$ cat config.mk
export PLATFORM = sky130hd
export DESIGN_NAME = top
export DESIGN_NICKNAME = d
export VERILOG_FILES = /design/src/rtl/top.sv
export SDC_FILE = /design/constraint.sdc
export NUM_CORES = 1
export LEC_CHECK = 0
export CORE_MARGIN = 1
export CORE_UTILIZATION = 30
export DETAILED_ROUTE_END_ITERATION = 8
export GPL_ROUTABILITY_DRIVEN = 0
export GPL_TIMING_DRIVEN = 0
export PLACE_DENSITY_LB_ADDON = 0.1
export SYNTH_ARGS = -nofsm -noshare
export SYNTH_HDL_FRONTEND = slang
export SYNTH_SLANG_ARGS = --single-unit
export TNS_END_PERCENT = 30
$ cat constraint.sdc
create_clock -name clk -period 2.09 [get_ports clk]
set_clock_uncertainty 0.1 [all_clocks]
set_input_delay 0.418 -clock clk [delete_from_list [all_inputs] [get_ports clk]]
set_output_delay 0.418 -clock clk [all_outputs]
set_load 0.05 [all_outputs]
$ cat src/rtl/top.sv
`default_nettype none
// ============================================================================
// Module      : top
// Description : MAX31855 thermocouple reader. Periodically clocks one 32-bit
//               frame out of the MAX31855 over a read-only SPI link and
//               forwards it verbatim on a UART TX line as 4 bytes, MSB byte
//               first (8N1, LSB first within each byte).
// Revision    : 1.0 - initial release
// ----------------------------------------------------------------------------
// Ports
//   clk          in   system clock, all logic on the rising edge
//   reset        in   synchronous, active-high reset
//   SPI_clk      out  SPI serial clock to the MAX31855, idle low
//   SPI_cs       out  SPI chip select, active low, idle high
//   SPI_Data_In  in   MAX31855 SO, D31 first, stable while SPI_clk is low
//   data_out     out  UART TX, idle high
// ----------------------------------------------------------------------------
// Timing notes
//   - SPI_cs falling to first SPI_clk rising edge : CS_SETUP cycles.
//   - SPI_cs rising to data_out start-bit falling : exactly 1 clk cycle
//     (one cycle spent in CS_HIGH latching the frame).
//   - End of the 4th stop bit to next SPI_cs falling : SAMPLE_GAP cycles.
// ============================================================================
module top #(
    parameter int CLK_FREQ     = 100_000_000,
    parameter int SPI_HALF_DIV = 10,
    parameter int CS_SETUP     = 10,
    parameter int BAUD         = 115_200,
    parameter int SAMPLE_GAP   = 1000
) (
    input  logic clk,
    input  logic reset,
    output logic SPI_clk,
    output logic SPI_cs,
    input  logic SPI_Data_In,
    output logic data_out
);

    localparam int          c_CLKS_PER_BIT = CLK_FREQ / BAUD;
    localparam logic [31:0] c_GAP_LAST     = 32'(SAMPLE_GAP - 1);
    localparam logic [31:0] c_SETUP_LAST   = 32'(CS_SETUP - 1);
    localparam logic [31:0] c_HALF_LAST    = 32'(SPI_HALF_DIV - 1);
    localparam logic [31:0] c_BIT_LAST     = 32'(c_CLKS_PER_BIT - 1);

    localparam logic [2:0] c_ST_WAIT    = 3'd0;
    localparam logic [2:0] c_ST_CS_LOW  = 3'd1;
    localparam logic [2:0] c_ST_SHIFT   = 3'd2;
    localparam logic [2:0] c_ST_CS_HIGH = 3'd3;
    localparam logic [2:0] c_ST_TX      = 3'd4;

    // Registered state
    logic [2:0]  r_state;
    logic [31:0] r_cnt;       // shared cycle counter: gap / setup / half-period / baud
    logic [5:0]  r_sck_cnt;   // index of the current SCK period (0..31)
    logic [31:0] r_shreg;
    logic [31:0] r_frame;
    logic [1:0]  r_byte_idx;
    logic [3:0]  r_bit_idx;   // 0 = start, 1..8 = data, 9 = stop
    logic        r_spi_clk;
    logic        r_spi_cs;
    logic        r_tx;

    // Next-state values
    logic [2:0]  w_state;
    logic [31:0] w_cnt;
    logic [5:0]  w_sck_cnt;
    logic [31:0] w_shreg;
    logic [31:0] w_frame;
    logic [1:0]  w_byte_idx;
    logic [3:0]  w_bit_idx;
    logic        w_spi_clk;
    logic        w_spi_cs;
    logic        w_tx;
    logic [7:0]  w_tx_byte;

    always_comb begin
        w_tx_byte = r_frame[31:24];
        case (r_byte_idx)
            2'd0:    w_tx_byte = r_frame[31:24];
            2'd1:    w_tx_byte = r_frame[23:16];
            2'd2:    w_tx_byte = r_frame[15:8];
            default: w_tx_byte = r_frame[7:0];
        endcase
    end

    always_comb begin
        w_state    = r_state;
        w_cnt      = r_cnt;
        w_sck_cnt  = r_sck_cnt;
        w_shreg    = r_shreg;
        w_frame    = r_frame;
        w_byte_idx = r_byte_idx;
        w_bit_idx  = r_bit_idx;
        w_spi_clk  = r_spi_clk;
        w_spi_cs   = r_spi_cs;
        w_tx       = r_tx;

        case (r_state)
            c_ST_WAIT: begin
                if (r_cnt == c_GAP_LAST) begin
                    w_state  = c_ST_CS_LOW;
                    w_cnt    = '0;
                    w_spi_cs = 1'b0;
                end else begin
                    w_cnt = r_cnt + 32'd1;
                end
            end

            c_ST_CS_LOW: begin
                if (r_cnt == c_SETUP_LAST) begin
                    // First SCK rising edge: SO already holds D31.
                    w_state   = c_ST_SHIFT;
                    w_cnt     = '0;
                    w_sck_cnt = '0;
                    w_spi_clk = 1'b1;
                    w_shreg   = {r_shreg[30:0], SPI_Data_In};
                end else begin
                    w_cnt = r_cnt + 32'd1;
                end
            end

            c_ST_SHIFT: begin
                if (r_cnt == c_HALF_LAST) begin
                    w_cnt = '0;
                    if (r_spi_clk) begin
                        w_spi_clk = 1'b0;
                    end else if (r_sck_cnt == 6'd31) begin
                        // Trailing low half-period of the 32nd bit is done.
                        w_state  = c_ST_CS_HIGH;
                        w_spi_cs = 1'b1;
                    end else begin
                        w_spi_clk = 1'b1;
                        w_sck_cnt = r_sck_cnt + 6'd1;
                        w_shreg   = {r_shreg[30:0], SPI_Data_In};
                    end
                end else begin
                    w_cnt = r_cnt + 32'd1;
                end
            end

            c_ST_CS_HIGH: begin
                w_frame    = r_shreg;
                w_state    = c_ST_TX;
                w_cnt      = '0;
                w_byte_idx = '0;
                w_bit_idx  = '0;
                w_tx       = 1'b0;
            end

            c_ST_TX: begin
                if (r_cnt == c_BIT_LAST) begin
                    w_cnt = '0;
                    if (r_bit_idx == 4'd9) begin
                        if (r_byte_idx == 2'd3) begin
                            w_state = c_ST_WAIT;
                        end else begin
                            // Next start bit follows the stop bit directly.
                            w_byte_idx = r_byte_idx + 2'd1;
                            w_bit_idx  = '0;
                            w_tx       = 1'b0;
                        end
                    end else begin
                        w_bit_idx = r_bit_idx + 4'd1;
                        // Bit slot k+1 carries data bit k; slot 9 is the stop bit.
                        w_tx = (r_bit_idx < 4'd8) ? w_tx_byte[r_bit_idx[2:0]] : 1'b1;
                    end
                end else begin
                    w_cnt = r_cnt + 32'd1;
                end
            end

            default: begin
                w_state   = c_ST_WAIT;
                w_cnt     = '0;
                w_spi_cs  = 1'b1;
                w_spi_clk = 1'b0;
                w_tx      = 1'b1;
            end
        endcase
    end

    always_ff @(posedge clk) begin
        if (reset) begin
            r_state    <= c_ST_WAIT;
            r_cnt      <= '0;
            r_sck_cnt  <= '0;
            r_shreg    <= '0;
            r_frame    <= '0;
            r_byte_idx <= '0;
            r_bit_idx  <= '0;
            r_spi_clk  <= 1'b0;
            r_spi_cs   <= 1'b1;
            r_tx       <= 1'b1;
        end else begin
            r_state    <= w_state;
            r_cnt      <= w_cnt;
            r_sck_cnt  <= w_sck_cnt;
            r_shreg    <= w_shreg;
            r_frame    <= w_frame;
            r_byte_idx <= w_byte_idx;
            r_bit_idx  <= w_bit_idx;
            r_spi_clk  <= w_spi_clk;
            r_spi_cs   <= w_spi_cs;
            r_tx       <= w_tx;
        end
    end

    assign SPI_clk  = r_spi_clk;
    assign SPI_cs   = r_spi_cs;
    assign data_out = r_tx;

endmodule
`default_nettype wire

==> metrics, run 1 <==
run status finished with violations; failing checks negative setup slack; Synth area leaders dfxtp_1 (45%), nand2_1 (12%), a21oi_1 (8.2%); fin nets 694; Die Area 17320 sq um; DR vias 4469; Switching Share 21.36%; crit-path max FO 4; H-tree depth 4; Final Setup Violations 68; Placeable Area 16470 sq um; Clk pwr share 53.7%; Ant. Diodes 0; worst reg2reg path depth 7; commonest cells in the netlist nand2_1 (159), dfxtp_1 (114), a21oi_1 (83), nor2_1 (53), clkbuf_1 (28); Worst R2R End SPI_cs; logic gate share of total power 4.2%; max-cap viol count 0; Clock Path Buffers 2; final antenna-violating net count 0; Layout Area Growth over Synthesis 37.19%; initial antenna violation count 0; Hold Path Sink r_cnt[0]; R2R setup slack -190 ps; Final Slew Violations 0; layout cells sized above 1 26.66%; worst-margin pin slew 608.3 ps; Rel. slew slack 59.45%; CTS Sinks 114; Post-synth EDFFs 0; clock slew at reported path FFs 50 ps; worst endpoint required time 2280 ps; post-route setup slack -188.7 ps; post-synthesis cell type count 60; Die Ht 131.6 microns; Avg Vias per Cell 4.889; Hold Startpoint r_cnt[0]; drt pass-1 iters 5; WL per Instance 15.20 microns; P_sw 1112 uW; I/O pins 6; Synth top area share 45.28%; Tightest Hold Check Type flop to flop; PortBufs 5; P per Cell Area 753.1 nW/um^2; Starting Density 30.61%; Worst-Skew Late Latency 410 ps; Syn Inst Count 628; sequential cell area fraction in the yosys report 45.28%; Synthesized Nets 641; most instantiated library cell after synthesis nand2_1; GRT Total Usage 15.93%; Fillers 1668; pin count of the biggest net entering global routing 17; RSZ-0062 raised after global routing true; number of global-route vias before repair 4254; synth warn 0; nature of the critical path endpoint flop; # DRC 0; Synth async-reset ratio 0%; Synth area leader dfxtp_1; register bit total from synthesis 114; Worst VDD drop 0.5427 mV; grt total ovfl 0; Hold Fails Final Rpt 0; Worst Path Arrival 2470 ps; Tcrit/Tclk final 109.0%; top_reg_cell synth dfxtp_1; total chip power 5207 uW; Peak Freq 438.9 MHz; first-pass GRT wire length 21.58 mm; final worst path period need 2279 ps; Post-Syn Area 5040 sq um; WHS Path Cells 1; Worst setup SP type flop; Pleak 0.002333 uW; worst hold slack 344.2 ps; TritonCTS Buffers 17; Die Wd 131.6 microns; Internal Power 4095 uW; CP Class flop to flop; reg2reg start r_sck_cnt[1]; Seq pwr share 42.2%; Critical Path Start r_sck_cnt[1]; clock root cell clkbuf_16; Row Count 47; DRT iter0 DRCs 174; Syn Area/Cell 8.025 sq um; CTS tree done; final HPWL from detailed placement 9.063 mm; final wirelength 13.89 mm
[layer usage]
layer	wire, microns	vias to the layer above	track usage (%)	part of all wire (%)
met1	6127	2156	18.87	44
met4	142	0	5.362	1.0
met5	0	-	0	0
met3	420	12	4.552	3.0
met2	7204	56	27.43	52
li1	-	2245	-	-
[power by group through the flow]
stage | Combinational [uW] | Clock [uW] | Sequential (uW)
final | 216 | 2790 | 2200
after floorplan | 86.3 | 0 | 2240
after CTS | 145 | 2870 | 2190
after detailed placement | 125 | 0 | 2240
after global placement | 124 | 0 | 2240
after global routing | 233 | 2960 | 2200
[critical path, stage by stage, from the launching register on]
cell and delay (ps):
dfxtp_4 360, ha_4 150, nand3_4 80, or4b_4 520, o41a_1 340, o31ai_2 230, nand2_1 80, a221o_1 290
[worst max path at each step]
stage | to | slack (ps) | depth (start not counted)
after floorplan | SPI_cs | -80 | 7
after global placement | r_shreg[21] | -490 | 9
after detailed placement | r_shreg[0] | -520 | 9
after CTS | SPI_cs | -180 | 7
after global routing | r_sck_cnt[3] | -240 | 9
final | SPI_cs | -190 | 7
[cells by family (layout without fill, tap and decap cells)]
| family | Yosys count | after routing | share of synthesized area [%] |
|---|---|---|---|
| AND/OR/NAND/NOR | 292 | 292 | 27.18 |
| AO/OA/AOI/OAI | 126 | 126 | 14.60 |
| flip-flops | 114 | 114 | 45.28 |
| buffers and inverters | 49 | 115 | 3.823 |
| XOR/XNOR | 32 | 32 | 5.561 |
| adder cells (fa/ha/maj) | 10 | 10 | 2.483 |
| multiplexers | 5 | 5 | 1.067 |
[sequential cells by signal, indices dropped and copies added, names as in the netlist]
register,flops
r_bit_idx,4
r_frame,32
r_byte_idx,2
data_out,1
SPI_clk,1
r_shreg,32
r_state,3
SPI_cs,1
r_sck_cnt,6
r_cnt,32
[area by class of cell]
type                    count  area (sq um)  area share (%)
well taps                 220         275.3           3.981
flip-flops and latches    114          2325           33.62
repair buffers             39         417.9           6.044
multi-input cells         465          3033           43.87
inverters                  14         52.55          0.7600
plain buffers              30         239.0           3.456
clock buffers              28         526.8           7.619
clock inverters             4         45.04          0.6515
[stage by stage]
step                instances  util (%)  cell area, sq um  worst slack [ps]  setup TNS (ps)
floorplan                 628         -              5060            -80.02          -80.02
global placement          853     32.71              5385            -493.0          -38370
detailed placement        853     32.71              5385            -522.4          -39490
CTS                       898     38.06              6267            -178.8          -751.6
global route              914     41.99              6914            -239.0          -10950
finish                    914     41.99              6914            -188.7           -4395
[layout by cell type (no fill, tap or decap), types with 6 or more instances in the layout]
master | synthesis | routed
a21oi_1 | 83 | 66
buf_8 | 0 | 8
nand2_1 | 159 | 144
nand3_1 | 16 | 13
nor3_1 | 11 | 8
xor2_1 | 11 | 11
buf_6 | 0 | 8
nand2_2 | 0 | 9
xnor2_1 | 21 | 21
clkbuf_8 | 0 | 6
clkbuf_2 | 0 | 6
dfxtp_4 | 0 | 7
clkbuf_1 | 28 | 19
inv_1 | 14 | 14
dfxtp_1 | 114 | 94
dfxtp_2 | 0 | 13
nor2_1 | 53 | 41
buf_4 | 0 | 22
nor2_2 | 0 | 8
a21oi_2 | 0 | 16
o21ai_0 | 8 | 6
clkbuf_16 | 0 | 23
ha_1 | 10 | 6
nor4_4 | 2 | 7
or3_1 | 6 | 6
[what timing repair did]
action,4_1_cts,5_1_grt
resized for setup,64,118
cloned,0,6
hold buffers,0,0
setup buffers,13,15
pin swaps,15,41
endpoints found under the setup margin,110,110
(Power assumes the default switching activity.)
==> run 2: changes to the inputs <==
--- a/config.mk
+++ b/config.mk
@@ -5,7 +5,6 @@
 export SDC_FILE = /design/constraint.sdc
 export NUM_CORES = 1
 export LEC_CHECK = 0
-export CORE_MARGIN = 1
 export CORE_UTILIZATION = 30
 export DETAILED_ROUTE_END_ITERATION = 8
 export GPL_ROUTABILITY_DRIVEN = 0
==> constraint.sdc (replaced) <==
create_clock -name clk -period 2.06 [get_ports clk]
set_clock_uncertainty 0.1 [all_clocks]
set_input_delay 0.412 -clock clk [delete_from_list [all_inputs] [get_ports clk]]
set_output_delay 0.412 -clock clk [all_outputs]
set_load 0.05 [all_outputs]
==> run 2 against run 1 <==
  * The flow still finishes with violations (negative setup slack)
  * Die area unchanged
  * Clock-buffer cell count unchanged
  * Combinational power decreased by 22%
  * Total power increased by 0.49%
  * Critical path depth unchanged
  * Register-to-register slack got worse by 20 ps
  * Non-clock buffer count unchanged
  * Design area decreased by 0.25%
  * Sequential power about the same
==> metrics, run 2 (same netlist as run 1, synthesis figures left out) <==
Worst Path Arrival 2460 ps; CP max stage delay 520 ps; CP Class flop to flop; pin count of the biggest net entering global routing 17; worst-margin pin slew 625.0 ps; CTS Sinks 114; DRT iter0 DRCs 200; Pleak 0.002385 uW; Ant. Diodes 0; placed instance area 5385 sq um; leading cell type in the layout, fill and taps excluded nand2_1; # DRC 0; DR vias 4477; Clock Path Buffers 2; layout cells sized above 1 26.04%; failing checks negative setup slack; final HPWL from detailed placement 9.063 mm; setup TNS -3055 ps; CTS tree done; Placeable Area 16470 sq um; delay-heaviest family, CP compound AO/OA/AOI/OAI gates; number of global-route vias before repair 4297; Rel. slew slack 58.33%; worst hold slack 356.5 ps; total chip power 5232 uW; final worst path period need 2266 ps; Fillers 1657; Critical Path Slowest Stage Cell or4b_4; fin nets 695; Final Slew Violations 0; WL per Instance 15.22 microns; Layout Area Growth over Synthesis 36.84%; I/O pins 6; Avg Vias per Cell 4.893; Worst setup SP type flop; post-route setup slack -205.9 ps; crit path buf inv count 0; drt pass-1 iters 4; TritonCTS Buffers 17; Hold Fails Final Rpt 0; H-tree depth 4; Row Count 47; RSZ-0062 raised after global routing true; first-pass GRT wire length 21.83 mm; P per Cell Area 758.7 nW/um^2; PortBufs 5; nature of the critical path endpoint flop; initial antenna violation count 0; Peak Freq 441.3 MHz; Multi-input gate area 3029 sq um; Die Wd 131.6 microns; Die Area 17320 sq um; worst slack at placement -552.4 ps; leading registers by flop count r_cnt: 32 flops, r_frame: 32 flops, r_shreg: 32 flops; Tcrit/Tclk final 110.0%; worst endpoint required time 2250 ps; final antenna-violating net count 0; commonest cells after routing, fill and taps aside nand2_1 (137), dfxtp_1 (95), a21oi_1 (65); run status finished with violations; CP cell instances ha_4, nand3_4, or4b_4, o41a_1, o31ai_2, nand2_1, a221o_1; clock slew at reported path FFs 50 ps; Starting Density 30.61%; crit-path max FO 4; final wirelength 13.93 mm; Worst VDD drop 0.5476 mV; GRT Total Usage 16.08%; hold buffer count at cts 0; grt total ovfl 0; Final Setup Violations 43; Worst-Skew Late Latency 410 ps; max-cap viol count 0; Tightest Hold Check Type flop to flop; register area 2321 sq um; Die Ht 131.6 microns; final instance area 6897 sq um; clock root cell clkbuf_16
run 2: path summary, 6_finish.rpt:
| check | start | end | slack (ps) | depth (start not counted) |
|---|---|---|---|---|
| max | r_sck_cnt[0] | SPI_cs | -210 | 7 |
| min reg2reg | r_shreg[31] | r_frame[31] | 360 | 2 |
| min | r_shreg[31] | r_frame[31] | 360 | 2 |
| max reg2reg | r_sck_cnt[0] | SPI_cs | -210 | 7 |
run 2: power breakdown:
part	internal (uW)	leakage, uW	switching, uW
Clock	1850	0.000284	993
Sequential	2210	0.000930	13.2
Combinational	61.9	0.00117	106
Total	4120	0.00239	1110
run 2: area by class of cell:
class / count / area share [%]
sequential: 114 / 33.65
timing repair buffer: 40 / 5.842
clock inverter: 4 / 0.6531
tap: 220 / 3.991
clock buffer: 28 / 7.638
multi-input combinational: 466 / 43.92
inverter: 14 / 0.7620
buffer: 29 / 3.538
run 2: metrics by stage:
| step | std cells | utilization (%) |
|---|---|---|
| 2_1_floorplan | 628 | - |
| 3_3_place_gp | 853 | 32.71 |
| 3_5_place_dp | 853 | 32.71 |
| 4_1_cts | 901 | 38.48 |
| 5_1_grt | 915 | 41.88 |
| 6_report | 915 | 41.88 |
run 2: tightest hold or removal path, delay by kind of cell (launching register included):
kind             cells  cell delay, ps
flip-flops           1             310
AO/OA/AOI/OAI        1              50
AND/OR/NAND/NOR      1              50
run 2: repair_timing:
action | CTS | global route
buffers inserted | 14 | 16
pin swaps | 19 | 44
gates resized for setup | 71 | 109
hold endpoints to repair | 0 | 0
gates cloned | 2 | 4
endpoints found under the setup margin | 112 | 111
run 2: layer usage:
layer  global-route usage (%)  part of all wire [%]
met3                    4.437                   3.4
met2                    27.48                    51
met1                    19.04                    45
met5                        0                     0
met4                    6.137                  0.75
